File: config.mk
export PLATFORM = sky130hd
export DESIGN_NAME = msg_scroll_sequencer
export DESIGN_NICKNAME = d
export VERILOG_FILES = /design/src/rtl/msg_scroll_sequencer_pkg.sv /design/src/rtl/msg_scroll_sequencer_tick.sv /design/src/rtl/msg_scroll_sequencer.sv
export SDC_FILE = /design/constraint.sdc
export NUM_CORES = 1
export LEC_CHECK = 0
export BUFFER_PORTS_ARGS = -buffer_cell sky130_fd_sc_hd__buf_2
export CORE_AREA = 2 2 276 278
export CTS_CLUSTER_SIZE = 12
export DETAILED_ROUTE_END_ITERATION = 6
export DIE_AREA = 0 0 278 280
export PLACE_DENSITY = 0.47
export SYNTH_ARGS = -nofsm -noshare
export SYNTH_HDL_FRONTEND = slang
export SYNTH_SLANG_ARGS = --single-unit
File: constraint.sdc
create_clock -name clk -period 95.6 [get_ports clk]
set_clock_uncertainty 0.05 [all_clocks]
set_input_delay 9.56 -clock clk [delete_from_list [all_inputs] [get_ports clk]]
set_output_delay 9.56 -clock clk [all_outputs]
set_load 0.05 [all_outputs]
File: src/rtl/msg_scroll_sequencer_pkg.sv
// Shared definitions for the message scroll sequencer.
//   CHAR_W          width of one character code (bit4 = decoder input a .. bit0 = e)
//   CH_A .. CH_Z    alphabet codes understood by the 5-bit segment decoder
//   CH_BLANK        code driven on code_out while a digit is dark; darkness itself
//                   is signalled by the blank output, the code only keeps the bus quiet
//   scroll_state_e  scroll controller states
package msg_scroll_sequencer_pkg;

    localparam int CHAR_W = 5;

    typedef logic [CHAR_W-1:0] char_t;

    localparam char_t CH_A = 5'd0,  CH_B = 5'd1,  CH_C = 5'd2,  CH_D = 5'd3;
    localparam char_t CH_E = 5'd4,  CH_F = 5'd5,  CH_G = 5'd6,  CH_H = 5'd7;
    localparam char_t CH_I = 5'd8,  CH_J = 5'd9,  CH_K = 5'd10, CH_L = 5'd11;
    localparam char_t CH_M = 5'd12, CH_N = 5'd13, CH_O = 5'd14, CH_P = 5'd15;
    localparam char_t CH_Q = 5'd16, CH_R = 5'd17, CH_S = 5'd18, CH_T = 5'd19;
    localparam char_t CH_U = 5'd20, CH_V = 5'd21, CH_W = 5'd22, CH_X = 5'd23;
    localparam char_t CH_Y = 5'd24, CH_Z = 5'd25;

    localparam char_t CH_BLANK = 5'd0;

    typedef enum logic {
        IDLE,
        SCROLL
    } scroll_state_e;

endpackage

File: src/rtl/msg_scroll_sequencer_tick.sv
// tick_gen: modulo-N counter used as a clock-enable prescaler.
//   clk, rst_n  clock and asynchronous active-low reset
//   en_i        advance the count this cycle
//   clr_i       synchronous clear to 0 (wins over en_i)
//   tick_o      high in the cycle the counter sits at N-1 while enabled;
//               the counter returns to 0 on that edge
module tick_gen #(
    parameter int N = 2
) (
    input  logic clk,
    input  logic rst_n,
    input  logic en_i,
    input  logic clr_i,
    output logic tick_o
);

    localparam int CW = (N > 1) ? $clog2(N) : 1;
    localparam logic [CW-1:0] LAST = CW'(N - 1);

    logic [CW-1:0] cnt_q;

    // NOTE: sequential state is always updated with non-blocking assignments so
    // every register samples pre-edge values regardless of block ordering.
    always_ff @(posedge clk or negedge rst_n) begin
        if (!rst_n) begin
            cnt_q <= '0;
        end else if (clr_i) begin
            cnt_q <= '0;
        end else if (en_i) begin
            cnt_q <= (cnt_q == LAST) ? '0 : cnt_q + 1'b1;
        end
    end

    assign tick_o = en_i && !clr_i && (cnt_q == LAST);

endmodule

File: src/rtl/msg_scroll_sequencer.sv
// msg_scroll_sequencer: scrolls a writable message across time-multiplexed digits.
//   clk, rst_n              clock, asynchronous active-low reset
//   wr_en/wr_addr/wr_char   write port of the message buffer (any state)
//   msg_len                 active length, clamped to MSG_DEPTH
//   run                     1 = scroll, 0 = freeze the current window
//   code_out                character for the selected digit (0 while blank)
//   digit_sel               one-hot digit enable
//   blank                   selected digit must be dark
//   scroll_wrap             one-cycle pulse, high in the cycle head becomes 0 by scrolling
module msg_scroll_sequencer
    import msg_scroll_sequencer_pkg::*;
#(
    parameter int MSG_DEPTH  = 16,
    parameter int NUM_DIGITS = 4,
    parameter int MUX_DIV    = 1000,
    parameter int SCROLL_DIV = 5000000
) (
    input  logic                         clk,
    input  logic                         rst_n,
    input  logic                         wr_en,
    input  logic [$clog2(MSG_DEPTH)-1:0] wr_addr,
    input  logic [CHAR_W-1:0]            wr_char,
    input  logic [$clog2(MSG_DEPTH):0]   msg_len,
    input  logic                         run,
    output logic [CHAR_W-1:0]            code_out,
    output logic [NUM_DIGITS-1:0]        digit_sel,
    output logic                         blank,
    output logic                         scroll_wrap
);

    localparam int AW = $clog2(MSG_DEPTH);
    localparam int LW = AW + 1;
    localparam int DW = (NUM_DIGITS > 1) ? $clog2(NUM_DIGITS) : 1;

    char_t           msg_q [MSG_DEPTH];
    logic [AW-1:0]   head_q;
    logic [DW-1:0]   digit_idx_q;
    scroll_state_e   state_q;
    logic            scroll_wrap_q;
    char_t           code_q;
    logic [NUM_DIGITS-1:0] digit_sel_q;
    logic            blank_q;

    logic [LW-1:0]   len_eff;
    logic            can_scroll;
    logic            scroll_en;
    logic            mux_tick;
    logic            scroll_tick;
    logic            head_oob;
    logic            head_last;
    logic            digit_blank;
    logic [AW-1:0]   pos;

    assign len_eff    = (msg_len > LW'(MSG_DEPTH)) ? LW'(MSG_DEPTH) : msg_len;
    assign can_scroll = (len_eff >= LW'(2));
    // The prescaler only runs while the FSM is in SCROLL and the conditions to
    // stay there still hold, so it is already cleared on the edge that leaves SCROLL.
    assign scroll_en  = (state_q == SCROLL) && run && can_scroll;
    assign head_oob   = ({1'b0, head_q} >= len_eff);
    assign head_last  = ({1'b0, head_q} == len_eff - LW'(1));

    tick_gen #(.N(MUX_DIV)) u_mux_tick (
        .clk    (clk),
        .rst_n  (rst_n),
        .en_i   (1'b1),
        .clr_i  (1'b0),
        .tick_o (mux_tick)
    );

    tick_gen #(.N(SCROLL_DIV)) u_scroll_tick (
        .clk    (clk),
        .rst_n  (rst_n),
        .en_i   (scroll_en),
        .clr_i  (!scroll_en),
        .tick_o (scroll_tick)
    );

    // NOTE: the buffer must read as zero after reset, so it is built from
    // resettable flops rather than a RAM macro (which cannot be reset).
    always_ff @(posedge clk or negedge rst_n) begin
        if (!rst_n) begin
            for (int i = 0; i < MSG_DEPTH; i++) begin
                msg_q[i] <= '0;
            end
        end else if (wr_en) begin
            msg_q[wr_addr] <= wr_char;
        end
    end

    always_ff @(posedge clk or negedge rst_n) begin
        if (!rst_n) begin
            digit_idx_q <= '0;
        end else if (mux_tick) begin
            digit_idx_q <= (digit_idx_q == DW'(NUM_DIGITS - 1)) ? '0 : digit_idx_q + 1'b1;
        end
    end

    // Scroll controller. A shortened message that leaves head past its end pulls
    // head back to 0 silently; that takes priority over a coincident scroll step.
    always_ff @(posedge clk or negedge rst_n) begin
        if (!rst_n) begin
            state_q       <= IDLE;
            head_q        <= '0;
            scroll_wrap_q <= 1'b0;
        end else begin
            scroll_wrap_q <= 1'b0;
            case (state_q)
                IDLE:    if (run && can_scroll)   state_q <= SCROLL;
                SCROLL:  if (!run || !can_scroll) state_q <= IDLE;
                default: state_q <= IDLE;
            endcase
            if (head_oob) begin
                head_q <= '0;
            end else if (scroll_tick) begin
                if (head_last) begin
                    head_q        <= '0;
                    scroll_wrap_q <= 1'b1;
                end else begin
                    head_q <= head_q + 1'b1;
                end
            end
        end
    end

    // NOTE: every signal assigned in always_comb gets a default first so no
    // path leaves it unassigned and infers a latch.
    always_comb begin
        pos         = '0;
        digit_blank = (len_eff == '0) || (int'(digit_idx_q) >= int'(len_eff));
        // Full modulo keeps the slot correct even in the single cycle where a
        // shortened message still has head >= L.
        if (!digit_blank) begin
            pos = AW'((int'(head_q) + int'(digit_idx_q)) % int'(len_eff));
        end
    end

    always_ff @(posedge clk or negedge rst_n) begin
        if (!rst_n) begin
            code_q      <= '0;
            digit_sel_q <= '0;
            blank_q     <= 1'b1;
        end else begin
            digit_sel_q <= NUM_DIGITS'(1) << digit_idx_q;
            blank_q     <= digit_blank;
            code_q      <= digit_blank ? CH_BLANK : msg_q[pos];
        end
    end

    assign code_out    = code_q;
    assign digit_sel   = digit_sel_q;
    assign blank       = blank_q;
    assign scroll_wrap = scroll_wrap_q;

endmodule

======== After elaboration in Yosys (flattened, before gate mapping) ========
Index checks and enable logic that the tools add are counted.
storage, ports and cells
  flip-flop bits (word level) ............. 131
  input port bits ......................... 18
  output and inout bits ................... 11
  logic and storage cells ................. 80
cells by class
  add/subtract/negate cells ............... 6
  divide/modulo/power cells ............... 1
  order comparisons ....................... 7
  eq/ne operators ......................... 4
  shift-type cells ........................ 1
  multiplexer cells ....................... 22
  bitwise logic cells ..................... 3
  reductions and logical operators ........ 11
operators by type and width
  cell                                                                number
  bitwise mux 80 bit                                                  1
  2-to-1 mux 23 bit                                                   2
  remainder unit 32 x 6 -> 32 bit                                     1
  2-to-1 mux 5 bit                                                    5
  adder 23 x 1 -> 23 bit (second input constant)                      1
  equality test 23 bit (second input constant)                        1
  binary-select mux 5 bit (select 4 bit)                              1
  demux 5 bit (select 4 bit)                                          1
  2-to-1 mux 4 bit                                                    4
  adder 10 x 1 -> 10 bit (second input constant)                      1
  equality test 10 bit (second input constant)                        1
  greater-or-equal comparator 5 bit (second input constant)           2
  2-to-1 mux 10 bit                                                   1
  inverter 4 -> 5 bit                                                 2
  adder 4 x 2 -> 5 bit                                                1
  equality test 4 x 5 -> 1 bit                                        1
  greater-or-equal comparator 2 x 5 -> 1 bit                          1
  greater-or-equal comparator 4 x 5 -> 1 bit                          1
  greater-or-equal comparator 5 x 2 -> 1 bit (second input constant)  1
  greater-than comparator 5 bit (second input constant)               1
  logical AND 1 bit                                                   5
  zero test 5 bit                                                     1
  < comparator 5 x 1 -> 1 bit (second input constant)                 1
  2-to-1 mux 1 bit                                                    5
  11 further kinds                                                    13

======== Depth between registers and ports, before layout ========
  depth after elaboration ................. 10
  gate-level depth with buffers ........... 365
  gate-level depth less buffers ........... 338

======== Modules after synthesis ========
A second synthesis with hierarchy kept.
second synthesis, totals
  cells, all modules ...................... 3298
  area, all modules ....................... 24703.7 um^2
modules (own cells, without submodules)
  module                    instances  cells each  area an instance (um^2)  seq. area each (um^2)
  msg_scroll_sequencer      1          3078        22773.1                  2453.6
  tick_gen (u_scroll_tick)  1          161         1357.6                   575.6
  tick_gen (u_mux_tick)     1          59          573.0                    250.2

======== Least setup slack after synthesis ========
Ideal clock, no wire load.
  kind .................................... input to register
  start ................................... input msg_len[4]
  end ..................................... register code_q[4] (netlist: code_out[4])
  library setup time ...................... 0.137 ns
  arrival time ............................ 79.707 ns
  data required time ...................... 95.413 ns
  path slack .............................. 15.706 ns
  cell stages on the path ................. 345
  buffers on the path ..................... 25
  path through ............................ clkbuf_1 -> inv_1 -> nand2_1 -> ha_1 -> nand2_1 -> nor2_1 -> ha_1 -> or4b_1 -> nand3b_1 -> nor2_1 -> ha_1 -> a21oi_1 -> nor4_1 -> a31o_2 -> ha_1 -> or3_1 -> o22ai_1 -> mux2_2 -> [... 309 more ...] -> nand2_1 -> a21boi_0 -> o21ai_0 -> nand2b_1 -> a21oi_1 -> o221ai_1 -> nor2_1 -> o2111ai_1 -> nor4_1 -> nand4_1 -> or4_1 -> clkbuf_1 -> o21ai_2 -> nand2_2 -> buf_4 -> mux4_2 -> a222oi_1 -> o31ai_1
on the way
  cells in the longest elaborated chain, start to end .. 10
  elaborated cells between the ends (all ways) .. 12
  those cells by class .................... div: 1; order compare: 2; mux: 6; bitwise: 1; reduce/logical: 2
RTL lines
  item                                                                                     line                         source
  start, declared                                                                          msg_scroll_sequencer.sv:23   input logic [$clog2(MSG_DEPTH):0] msg_len,
  greater-than comparator 5 bit                                                            msg_scroll_sequencer.sv:54   assign len_eff = (msg_len > LW'(MSG_DEPTH)) ? LW'(MSG_DEPTH) : msg_len;
  2-to-1 mux 5 bit *                                                                       msg_scroll_sequencer.sv:54
  parallel branches: the longest is 7 deep, another holds remainder unit 32 x 6 -> 32 bit  --
  2-to-1 mux 5 bit *                                                                       msg_scroll_sequencer.sv:145  code_q <= digit_blank ? CH_BLANK : msg_q[pos];
  end signal, assigned                                                                     msg_scroll_sequencer.sv:145
  end, declared                                                                            msg_scroll_sequencer.sv:40   char_t code_q;
Mark *: on every way between the ends. The select of a mux whose other input is x is not followed.
A chain may end at the register's enable or synchronous reset.

======== Worst setup path in the final report ========
  start ................................... input msg_len[4]
  end ..................................... register code_q[1] (netlist: code_out[1])
Same word-level chain as after synthesis.

==> impl_results.md <==
* Flops & latches, synth at 131
* WP data required at 95.80 ns
* GP Congestion at 0.8878
* Period utilisation layout at 0.9246
* Antenna diodes at 0
* Routed vias at 24,660
* Port Buffers at 28
* CTS Root Cell: clkbuf_16
* Rel. slew slack at 0.2697
* Routed Wire Length at 80,720 µm
* Setup TNS at 0 ns
* Post-synth ARST share at 1.000
* CTS Buf Count at 17
* Starting Density at 0.3248
* DR iter-0 viols at 1,738
* Final setup violation count at 0
* Synthesis-to-layout area growth at 7.834%
* Max-cap viol count at 0
* HP Class: flop to flop
* Vert. Die Dim at 280 µm
* Die ar. at 77,840 µm²
* GRT Total Usage at 0.2003
* Worst-path clk slew at 0.06 ns
* Post-synth EDFFs at 0
* Utilization after layout at 0.3502
* Placed cell areas at 25,700 µm²
* Crit path max-delay family: simple AND/OR/NAND/NOR gates
* Fin worst setup slack at 7.207 ns
* Initial antenna violation count at 1
* Commonest non-fill, non-tap cells in the layout: nor2_1, nand2_1, nor3_1
* H-tree levels at 4
* Critical Path AT at 88.60 ns
* CTS Buffer Depth at 2
* Post-DR wirelength/cell at 19.20 µm
* Most frequent CP cell: o21a_1
* Ys flop type: dfrtp_1
* Register area share after synthesis at 0.1343
* FP Rows at 101
* Core Area at 75,190 µm²
* Nets@finish at 3,403
* Crit path buffers/inverters at 15
* First-pass GRT wire length at 129,000 µm
* Crit end category: flop
* Largest net degree at the start of global routing at 68
* Outcome: completed
* DRT antenna net count at 0
* Worst Setup Start Kind: primary input
* DP HPWL at 65,090 µm
* CP max stage cell: or4_1
* Final non-filler cell area at 26,330 µm²
* Worst-margin pin slew at 1.086 ns
* Synthesized area per cell at 7.643 µm²
* Post-place setup slack at 5.506 ns
* Hold-fix buffers, CTS at 0
* TritonCTS clock tree: done
* Layout cells sized above 1 at 0.1116
* Drt first pass iters at 6
* Post-synthesis cell area at 24,420 µm²
* Commonest non-fill, non-tap cell in the layout: nor2_1
* Final Critical Period at 88.39 ns
* Die W at 278 µm
* FF/Latch Area at 3279 µm²
* Fillers at 8,035
* Fmax at 11.31 MHz
* Critical path class: primary input to flop
* Total gr overflow at 0
* Vias per cell at 5.865
* Residual DRC at 0
* Critical Path Fanout Max at 21
* I/O pins at 29
* Clock Sinks at 131
* Cells after Synth at 3,195
* CP peak stage delay at 0.71 ns
* Number of global-route vias before repair at 23,020
* Worst-Skew Late Latency at 0.42 ns
* Post-synthesis cell type count at 135
* Hold Fails Final Rpt at 0
* Max-slew violation count at 0
* Multi-input gate area at 20,750 µm²
* Synth Warn # at 0
## state kept, by name, indices dropped and copies added (netlist names)
signal,count
head_q,4
msg_q,80
u_mux_tick.cnt_q,10
code_out,5
u_scroll_tick.cnt_q,23
scroll_wrap,1
blank,1
digit_sel,4
digit_idx_q,2
state_q,1
## worst paths after layout
check / start / end / slack [ns] / cells past startpoint
max in group asynchronous: rst_n / code_out[4]$_DFF_PN0_ / 85.11 / 2
worst max-delay path: msg_len[4] / code_out[1]$_DFF_PN0_ / 7.21 / 326
worst min register to register: u_mux_tick.cnt_q[0]$_DFF_PN0_ / u_mux_tick.cnt_q[0]$_DFF_PN0_ / 0.42 / 1
worst min-delay path: u_mux_tick.cnt_q[0]$_DFF_PN0_ / u_mux_tick.cnt_q[0]$_DFF_PN0_ / 0.42 / 1
min in group asynchronous: rst_n / msg_q[70]$_DFFE_PN0P_ / 9.09 / 1
worst max register to register: head_q[0]$_DFFE_PN0P_ / code_out[1]$_DFF_PN0_ / 19.32 / 310
## synthesized netlist by cell type, types with 17 or more instances
cell      number  area [µm²]
xnor2_1      122        1069
nand2b_1      51       319.1
and3_1        50       312.8
nor2b_1       46       287.8
or3_1         45       281.5
o21a_1       112       840.8
nor2_1       330        1239
nor3_1       177       885.9
o21ai_0      139       695.7
a21boi_0      20       150.1
xor2_1        76       665.6
mux2i_1       58       580.6
o21ai_1       33       165.2
a21oi_1      153       765.7
nand4_1       49       306.5
nor4_1        35       219.0
and2_1        66       412.9
a211oi_1      43       322.8
buf_2         25       125.1
or4_1         24       180.2
nand2_1      254       953.4
and4_1        23       201.4
a21o_1        36       270.3
ha_1         169        2115
mux2_2       138        1554
or2_2         24       150.1
dfrtp_1      130        3253
clkbuf_1      35       131.4
o31ai_1       46       345.3
inv_1         63       236.5
a31oi_1       49       306.5
a211o_1       17       148.9
o211ai_1      28       210.2
nand3_1      116       580.6
## cell families after synthesis
| kind of cell | count (synthesis) | share of synthesized area |
|---|---|---|
| AND/OR/NAND/NOR | 1398 | 0.3038 |
| XOR/XNOR | 199 | 0.07168 |
| flip-flops | 131 | 0.1343 |
| buffers and inverters | 135 | 0.02316 |
| AO/OA/AOI/OAI | 938 | 0.2763 |
| adder cells (fa/ha/maj) | 177 | 0.09074 |
| other | 1 | 0.0001536 |
| multiplexers | 216 | 0.09996 |
## final cells by class
class	instances	area share
clock buffers	20	0.01696
clock inverters	12	0.004561
inverters	64	0.009122
multi-input cells	2955	0.7880
flip-flops and latches	131	0.1245
well taps	978	0.04647
repair buffers	45	0.01041
## what timing repair did
item                                    CTS  global route
endpoints found under the setup margin    0             5
buffers inserted                          0             0
resized for setup                         0            13
hold endpoints to repair                  0             0
## metrics by stage
| step | instances | hold slack (ns) |
|---|---|---|
| after global routing | 4205 | 0.4431 |
| final | 4205 | 0.4153 |
| after detailed placement | 4172 | 0.4006 |
| after CTS | 4204 | 0.4159 |
| after global placement | 4172 | 0.4072 |
| after floorplan | 3220 | 0.3829 |
## metal layers
layer	wire length, µm	share of wire	global-route usage	vias up
met4	1394	0.017	0.03839	0
li1	-	-	-	12330
met2	34800	0.43	0.3140	544
met5	0	0	0	-
met1	41310	0.51	0.2981	11720
met3	3216	0.040	0.01715	71
Power is not shown: default switching activity piles up to over one toggle a cycle in this logic, so the estimate is an artifact.
